$ cat config.mk
export PLATFORM = sky130hd
export DESIGN_NAME = sd_sample_fetch
export DESIGN_NICKNAME = d
export VERILOG_FILES = /design/src/rtl/sd_sample_fetch.sv
export SDC_FILE = /design/constraint.sdc
export NUM_CORES = 1
export LEC_CHECK = 0
export CORE_MARGIN = 8
export CORE_UTILIZATION = 46
export CTS_CLUSTER_DIAMETER = 80
export DETAILED_ROUTE_END_ITERATION = 10
export GPL_TIMING_DRIVEN = 0
export PLACE_DENSITY_LB_ADDON = 0.08
export SYNTH_ARGS = -nofsm -noshare
export SYNTH_HDL_FRONTEND = slang
export SYNTH_SLANG_ARGS = --single-unit
export TNS_END_PERCENT = 1
$ cat constraint.sdc
create_clock -name clock -period 5.51 [get_ports clock]
set_input_delay 1.102 -clock clock [delete_from_list [all_inputs] [get_ports clock]]
set_output_delay 1.102 -clock clock [all_outputs]
set_load 0.1 [all_outputs]
$ cat src/rtl/sd_sample_fetch.sv
// Streams the audio region off the SD card into the 1024-word sample buffer, one frame at a time (SD_SAMPLE_FETCH_LOOP_EN: wrap and replay forever).
// Latency: sd_rd one cycle after sd_ready is seen; each sample is written the cycle after its odd byte's strobe edge.
// Backpressure: waits on sd_ready before every sector and parks in FRAME_FULL until frame_ack.
module sd_sample_fetch #(
  parameter int START_SECTOR = 0,
  parameter int NUM_SECTORS  = 4096
) (
  input  logic        clock,
  input  logic        reset,
  input  logic        start,
  input  logic        sd_ready,
  input  logic        sd_byte_available,
  input  logic [7:0]  sd_dout,
  output logic        sd_rd,
  output logic [31:0] sd_adr,
  output logic        buf_en,
  output logic        buf_we,
  output logic [9:0]  buf_addr,
  output logic [15:0] buf_din,
  output logic        frame_ready,
  input  logic        frame_ack,
  output logic        busy,
  output logic        done
);

  localparam int SW = $clog2(NUM_SECTORS + 1);

  typedef enum logic [2:0] {IDLE, WAIT_RDY, ISSUE, READ, FRAME_FULL, DONE} state_t;

  state_t        state, state_nxt;
  logic [SW-1:0] sector;
  logic [9:0]    word_addr;
  logic [8:0]    byte_cnt;
  logic [7:0]    lo_byte;
  logic          bav_q;
  logic          byte_edge;
  logic          sector_end;
  logic          last_sector;

  // A strobe held high for several cycles is still one byte.
  assign byte_edge   = (state == READ) && sd_byte_available && !bav_q;
  assign sector_end  = byte_edge && (byte_cnt == 9'd511);
  assign last_sector = (sector == SW'(NUM_SECTORS));

  always_ff @(posedge clock) begin
    if (reset) state <= IDLE;
    else       state <= state_nxt;
  end

  always_comb begin
    state_nxt   = state;
    sd_rd       = 1'b0;
    frame_ready = 1'b0;
    busy        = 1'b1;
    done        = 1'b0;
    case (state)
      IDLE: begin
        busy = 1'b0;
        if (start) state_nxt = WAIT_RDY;
      end
      WAIT_RDY: begin
        if (sd_ready) state_nxt = ISSUE;
      end
      ISSUE: begin
        sd_rd     = 1'b1;
        state_nxt = READ;
      end
      READ: begin
        // The frame is full exactly when this byte's word lands in the last slot.
        if (sector_end) state_nxt = (word_addr == 10'd1023) ? FRAME_FULL : WAIT_RDY;
      end
      FRAME_FULL: begin
        frame_ready = 1'b1;
        if (frame_ack) begin
`ifdef SD_SAMPLE_FETCH_LOOP_EN
          state_nxt = WAIT_RDY;
`else
          state_nxt = last_sector ? DONE : WAIT_RDY;
`endif
        end
      end
      DONE: begin
        busy = 1'b0;
        done = 1'b1;
        if (start) state_nxt = IDLE;
      end
      default: state_nxt = IDLE;
    endcase
  end

  always_ff @(posedge clock) begin
    if (reset) begin
      sector    <= '0;
      word_addr <= '0;
      byte_cnt  <= '0;
      lo_byte   <= '0;
      bav_q     <= 1'b0;
      sd_adr    <= '0;
      buf_en    <= 1'b0;
      buf_we    <= 1'b0;
      buf_addr  <= '0;
      buf_din   <= '0;
    end else begin
      bav_q  <= sd_byte_available;
      buf_en <= 1'b0;
      buf_we <= 1'b0;

      if (state == IDLE && start) begin
        sector    <= '0;
        word_addr <= '0;
        byte_cnt  <= '0;
      end

      if (state == WAIT_RDY && sd_ready)
        sd_adr <= (32'(START_SECTOR) + 32'(sector)) << 9;

      if (byte_edge) begin
        byte_cnt <= byte_cnt + 9'd1;
        if (!byte_cnt[0]) begin
          lo_byte <= sd_dout;
        end else begin
          buf_en    <= 1'b1;
          buf_we    <= 1'b1;
          buf_din   <= {sd_dout, lo_byte};
          buf_addr  <= word_addr;
          word_addr <= word_addr + 10'd1;
        end
        if (sector_end) sector <= sector + SW'(1);
      end

`ifdef SD_SAMPLE_FETCH_LOOP_EN
      if (state == FRAME_FULL && frame_ack && last_sector) sector <= '0;
`endif
    end
  end

endmodule

==> key figures <==
Yosys
  • Post-synthesis average cell area: 8.27 um2
  • EDFF count, synth: 0
  • Register area share after synthesis: 45.2%
  • Yosys warning count: 0
  • Mapped Area: 0.00372 mm2
  • Post-Syn Instances: 450
  • Cell with the most instances after synthesis: nand2_1
  • Ys async rst share: 0%
  • Post-synth cell types: 49
  • Commonest cells post-synth: 104 x nand2_1, 84 x dfxtp_1, 55 x a21oi_1
  • Flops & latches, synth: 84
  • Post-synth top area share: 45.2%
  • Top FF cell, synth: dfxtp_1
  • Yosys top cell by area: dfxtp_1
  • Synth area leaders: dfxtp_1 45%, nand2_1 10%, a21oi_1 7.4%

STA
  • Final period util: 70.4%
  • Worst Slack Setup Final: 1.63 ns
  • Post-Route Setup TNS: 0 ns
  • Slew Viols, Final: 0
  • Fin crit period: 3.88 ns
  • RSZ-0062 raised after global routing: no
  • Actual slew at the worst max-slew pin: 0.996 ns
  • Slew HR: 33.4%
  • F_max: 258 MHz
  • Final Hold Fails: 0
  • Final setup viols: 0
  • Clk_skew: 0.00789 ns

Floorplan
  • Die Y: 106 um
  • Initial core utilization: 46.5%
  • Io pins: 78
  • Row cnt: 33
  • Core box area: 0.00801 mm2
  • Die X: 106 um
  • Total Die Area: 0.0112 mm2

Routing
  • First-pass iteration count of the detailed router: 4
  • Initial detailed-routing violation count: 166
  • Routed vias: 3312
  • DRC: 0
  • Post-DRT Antenna Nets: 0
  • WL/cell: 14.4 um
  • Via density: 5.12
  • Routed WL: 9340 um

Clock tree
  • Skew-Pair Late Insertion Delay: 0.35 ns
  • Setup Fix Bufs, Post-CTS: 0
  • TritonCTS clock tree: done
  • Clock Tree Root: clkbuf_8
  • Post-CTS Hold Buffers: 0
  • Clk slew on worst S/H paths: 0.08 ns
  • CTS Sinks: 84
  • Num CTS Buffers: 9
  • Clock Path Buffers: 2
  • H-tree levels: 3
  • Post-CTS Resized: 0

Placed design
  • PortBufs: 58
  • Post-Place Setup Slack: 2.01 ns
  • Placed Area: 0.00450 mm2
  • Placer congestion estimate: 0.827
  • HPWL Detailed: 6650 um

Layout
  • Nets: 556
  • Register area: 0.00168 mm2
  • ANT cells: 0
  • Area added between synthesis and finish: 27.2%
  • Filler cell count: 764
  • Layout cells sized above 1: 9.23%
  • Final instance area: 0.00473 mm2
  • Multi-input gate area in the final layout: 0.00182 mm2

Worst setup path
  • Crit Path Class: reg2out
  • CP startpoint kind: flip-flop
  • Crit path max fanout: 10
  • CP Cell Sequence: clkbuf_1 -> nor3b_1 -> clkdlybuf4s50_1
  • Slowest stage cell, crit path: clkdlybuf4s50_1
  • Critical Path Stages: 3
  • Top cell family by delay on the critical path: buffers and inverters
  • Critical Path End Type: output pin
  • FF-to-FF path depth: 8
  • Worst path arrival time: 2.78 ns
  • Critical path required time: 4.41 ns
  • Reg2reg end: sector[9]
  • Worst reg-to-reg setup slack: 3.16 ns
  • Worst flop-to-flop path startpoint: byte_cnt[0]
  • WP buf/inv: 2
  • Critical path's largest stage delay: 1.22 ns

Job
  • Maxcap violations: 0

Global route
  • Grt total ovfl: 0
  • GRT Overall Usage: 16.9%
  • Vias in the first global route: 3282
  • Initial antenna violation count: 0
  • First-pass GRT wire length: 15800 um
  • Largest net degree at the start of global routing: 14

Worst hold path
  • Min-Delay Endpoint: sd_adr[11]
  • Hold depth: 2
  • Critical hold path startpoint: sd_adr[11]
  • Worst hold-check path type: reg2reg

Outcome
  • Status: completed

Power and ir drop
  • Power Dens Cells: 279 mW/mm2
  • P_leak: 1.64 nW
  • Max rail drop VDD: 131 uV
[flip-flops by register name, summed over array words and instances, names as in the netlist]
name	flops
sector	13
state	3
bav_q	1
buf_din	16
word_addr	10
buf_we	1
lo_byte	8
buf_addr	10
sd_adr	13
byte_cnt	9
[how the worst max path moves through the flow]
stage / endpoint / start / slack, ns
global route: frame_ready / state[2] / 1.50
floorplan: frame_ready / state[2] / 1.48
finish: frame_ready / state[2] / 1.63
global placement: frame_ready / state[2] / 1.99
CTS: frame_ready / state[2] / 1.60
detailed placement: frame_ready / state[2] / 2.01
[cell type report]
| class | instances | share of cell area [%] |
|---|---|---|
| Tap cell | 105 | 2.78 |
| Clock inverter | 5 | 2.12 |
| Inverter | 5 | 0.397 |
| Buffer | 47 | 5.71 |
| Sequential cell | 84 | 35.5 |
| Clock buffer | 11 | 2.78 |
| Multi-Input combinational cell | 332 | 38.4 |
| Timing Repair Buffer | 58 | 12.3 |
[per-layer routing]
| layer | GRT usage [%] | share of wire, % | vias up |
|---|---|---|---|
| li1 | - | - | 1678 |
| met1 | 20.2 | 44 | 1553 |
| met2 | 28.3 | 48 | 74 |
| met3 | 4.66 | 6.3 | 7 |
| met4 | 6.53 | 0.95 | 0 |
| met5 | 0 | 0 | - |
[cell families after synthesis]
logic type / synth area share, %
adders and majority gates: 1.68
DFF: 45.2
AOI/OAI and AO/OA: 12.1
xor gates and xnor gates: 2.82
buffers and inverters: 7.77
muxes: 3.83
and+or+nand+nor: 26.5
other: 0.101
[power breakdown]
part | internal (mW) | switching (mW) | total, mW
registers | 0.610 | 0.00338 | 0.614
clock network | 0.300 | 0.220 | 0.520
logic | 0.0472 | 0.140 | 0.187
total | 0.958 | 0.364 | 1.32
[worst register-to-register path, cell delays in order (launching register included)]
cell and delay, ns:
dfxtp_1 0.42, ha_1 0.25, nand3_1 0.09, nor2_1 0.11, ha_1 0.22, nand3b_1 0.16, nor3_1 0.66, nand3_1 0.18
mux2i_1 0.15
[cell usage in the layout (no fill, tap or decap), drive strengths merged, types with 3 or more instances in the layout]
cell           count
a21oi             55
a311oi             3
and3               4
and4               3
buf               26
bufinv             3
clkbuf            32
clkdlybuf4s50     58
conb              19
dfxtp             84
ha                 5
inv                5
mux2i             12
nand2            104
nand2b             4
nand3             14
nand3b             4
nand4              4
nor2              31
nor3               6
nor4               5
nor4b              3
o211ai             6
o21ai              3
o311ai             3
or2                4
or3                5
or4                5
xnor2             10
[metrics by stage]
stage	cells	total power, mW	hold slack (ns)	util (%)
after floorplan	468	0.775	0.431	-
after global placement	631	0.814	0.439	56.2
after detailed placement	631	0.814	0.446	56.2
after CTS	647	1.33	0.457	59.1
after global routing	647	1.37	0.480	59.1
final	647	1.32	0.456	59.1
(Power assumes the default switching activity.)
==> RTL edit: new RTL, same settings <==
Re-encode `state_t` (6 states) as one-hot, 6 bits wide.
--- a/src/rtl/sd_sample_fetch.sv
+++ b/src/rtl/sd_sample_fetch.sv
@@ -27,3 +27,3 @@
 
-  typedef enum logic [2:0] {IDLE, WAIT_RDY, ISSUE, READ, FRAME_FULL, DONE} state_t;
+  typedef enum logic [5:0] {IDLE = 6'b000001, WAIT_RDY = 6'b000010, ISSUE = 6'b000100, READ = 6'b001000, FRAME_FULL = 6'b010000, DONE = 6'b100000} state_t;
 
Formal check against the unedited RTL: same outputs for any inputs over 10 cycles, from zero or initial values and one cycle with reset high; not proved beyond that.
==> RTL edit against the unedited design <==
Combinational power rose by 53%; non-clock buffer count fell by 7; setup slack got worse by 280 ps; sequential cell count rose by 3; power rose by 3.5%; worst hold slack got worse by 2.9 ps; wire length fell by 3.6%; design area rose by 0.11%; area after synthesis rose by 1.3%; highest routed layer unchanged.
==> RTL edit: results (changes against the unedited design) <==
Routing
  • DR pass1 iterations: 4 (unchanged)
  • Top layer in use: met4
  • DRT met1 WL: 4.22 mm (+1.9%)
  • DR iter-0 viols: 156 (-6.0%)
  • Met3 wire len: 601 um (+1.3%)
  • WL final: 9.00 mm (-3.6%)
  • Met2 WL: 4.12 mm (-8.8%)
  • Detailed-route via count: 3344 (+0.97%)

Pwr
  • Total power: 1370 uW (+3.5%)
  • Switching power: 444 uW (+22%)
  • Worst vdd rail ir drop: 0.188 mV (+44%)
  • Clk power: 433 uW (-17%)
  • P_leak: 0.00178 uW (+8.7%)
  • Part of the power in combinational logic: 0.209 (+0.067)

Clocking
  • CTS H-tree depth: 3 (unchanged)
  • Post-CTS Setup Repair Bufs: 0 (unchanged)
  • Hold_buf cts: 0 (unchanged)
  • Post-cts repair resize count: 0 (unchanged)
  • Clock Path Buffers: 2 (unchanged)
  • Reg clk slew, reported paths: 90 ps
  • Root buf cell: clkbuf_8
  • Worst-Skew Late Latency: 350 ps (about the same)
  • CTS Buf Count: 9 (unchanged)

Global route
  • Vias in the first global route: 3164 (-3.6%)
  • Met3 usage in global routing: 0.0448 (-0.00181)
  • Total GRT Usage: 0.160 (-0.00938)
  • Antenna violations before repair: 0 (unchanged)
  • Gr ovfl total: 0 (unchanged)
  • First-pass GRT wire length: 14.9 mm (-5.3%)
  • Met1 usage: 0.198 (-0.00482)
  • Global routing usage on met2: 0.256 (-0.0273)
  • Largest net degree at the start of global routing: 15 (+1)

Placed design
  • GPL Wtd Cong: 0.835 (+1.0%)
  • PortBufs: 58 (unchanged)
  • Setup WS pre-CTS: 1690 ps (-323 ps)
  • Hpwl dp: 6.70 mm (+0.68%)
  • Placed cell count: 633 (+0.32%)

Layout
  • Final Net Count: 558 (+0.36%)
  • Cell Count, Final, Fillers Out: 648 (+0.15%)
  • Layout cells sized above 1: 0.0792 (-0.0131)
  • Diode count: 0 (unchanged)
  • Largest registers: buf_din (16), sd_adr (13), sector (13)

Critical path
  • WP data arrival: 3050 ps (+270 ps)
  • Crit Path Max Fanout: 8 (-2)

STA
  • Skew final: 10.2 ps (+2.35 ps)
  • Normalized max-slew margin: 0.344 (+0.00964)
  • Fin. max-slew vios: 0 (unchanged)

Synthesis
  • Seq/Total Area, Yosys: 0.462 (+0.0101)
  • Syn. warnings: 0 (unchanged)
  • Syn Area/Cell: 8.34 um2 (+0.86%)
  • Ys async rst share: 0 (unchanged)
  • Top post-synthesis cells by count: dfxtp_1 (87), nand2_1 (84), a21oi_1 (48), nor2_1 (43), buf_4 (20)
  • Netlist cell types: 44 (-10%)
  • Synth top area cells: dfxtp_1 (46%), nand2_1 (8.4%), a21oi_1 (6.4%)

Outcome
  • Status: complete, no violations

Worst hold path
  • Tightest Hold Check Type: register to register
==> RTL edit: cell count changes after synthesis, sizes merged, moves of 4 or more <==
cell and delta:
a21oi -7, and3 +6, clkbuf -4, nand2 -20
nand3 +5, nand4 +8, nor2 +12, o21ai +4
o31ai +5, xnor2 -7
==> RTL edit: area by class of cell <==
type                       instances  area [um2]
multi-input combinational        338        1850
tap                              105         131
fill                             794        3360
clock inverter                     5        60.1
inverter                           5        18.8
clock buffer                      10         128
timing repair buffer              58         581
buffer                            40         228
sequential                        87        1740
==> RTL edit: cells by family (layout without fill, tap and decap cells) <==
logic type / after synthesis / in the layout / synth area share
AND/OR/NAND/NOR: 216 / 216 / 0.282
flip-flops: 87 / 87 / 0.462
AO/OA/AOI/OAI: 74 / 74 / 0.112
buffers and inverters: 45 / 118 / 0.0654
multiplexers: 16 / 16 / 0.0431
XOR/XNOR: 8 / 8 / 0.0186
adder cells (fa/ha/maj): 5 / 5 / 0.0166
other: 1 / 19 / 0.000995
==> RTL edit: worst paths after layout <==
check / startpoint / end / slack (ps) / depth (start not counted)
max: state[5] / frame_ready / 1350 / 3
min: buf_addr[3] / buf_addr[3] / 450 / 2
max reg2reg: byte_cnt[0] / state[1] / 2880 / 9
min reg2reg: buf_addr[3] / buf_addr[3] / 450 / 2
==> RTL edit: through the flow <==
step	instance area, um2	utilization
after global placement	4550	0.562
after global routing	4740	0.585
final	4740	0.585
after detailed placement	4550	0.562
after CTS	4740	0.585
after floorplan	3840	-
==> RTL edit: critical path, cell delays in order, from the launching register on <==
cell	delay [ps]
dfxtp_1	370
or4_4	610
nor3b_1	490
clkdlybuf4s50_1	1240
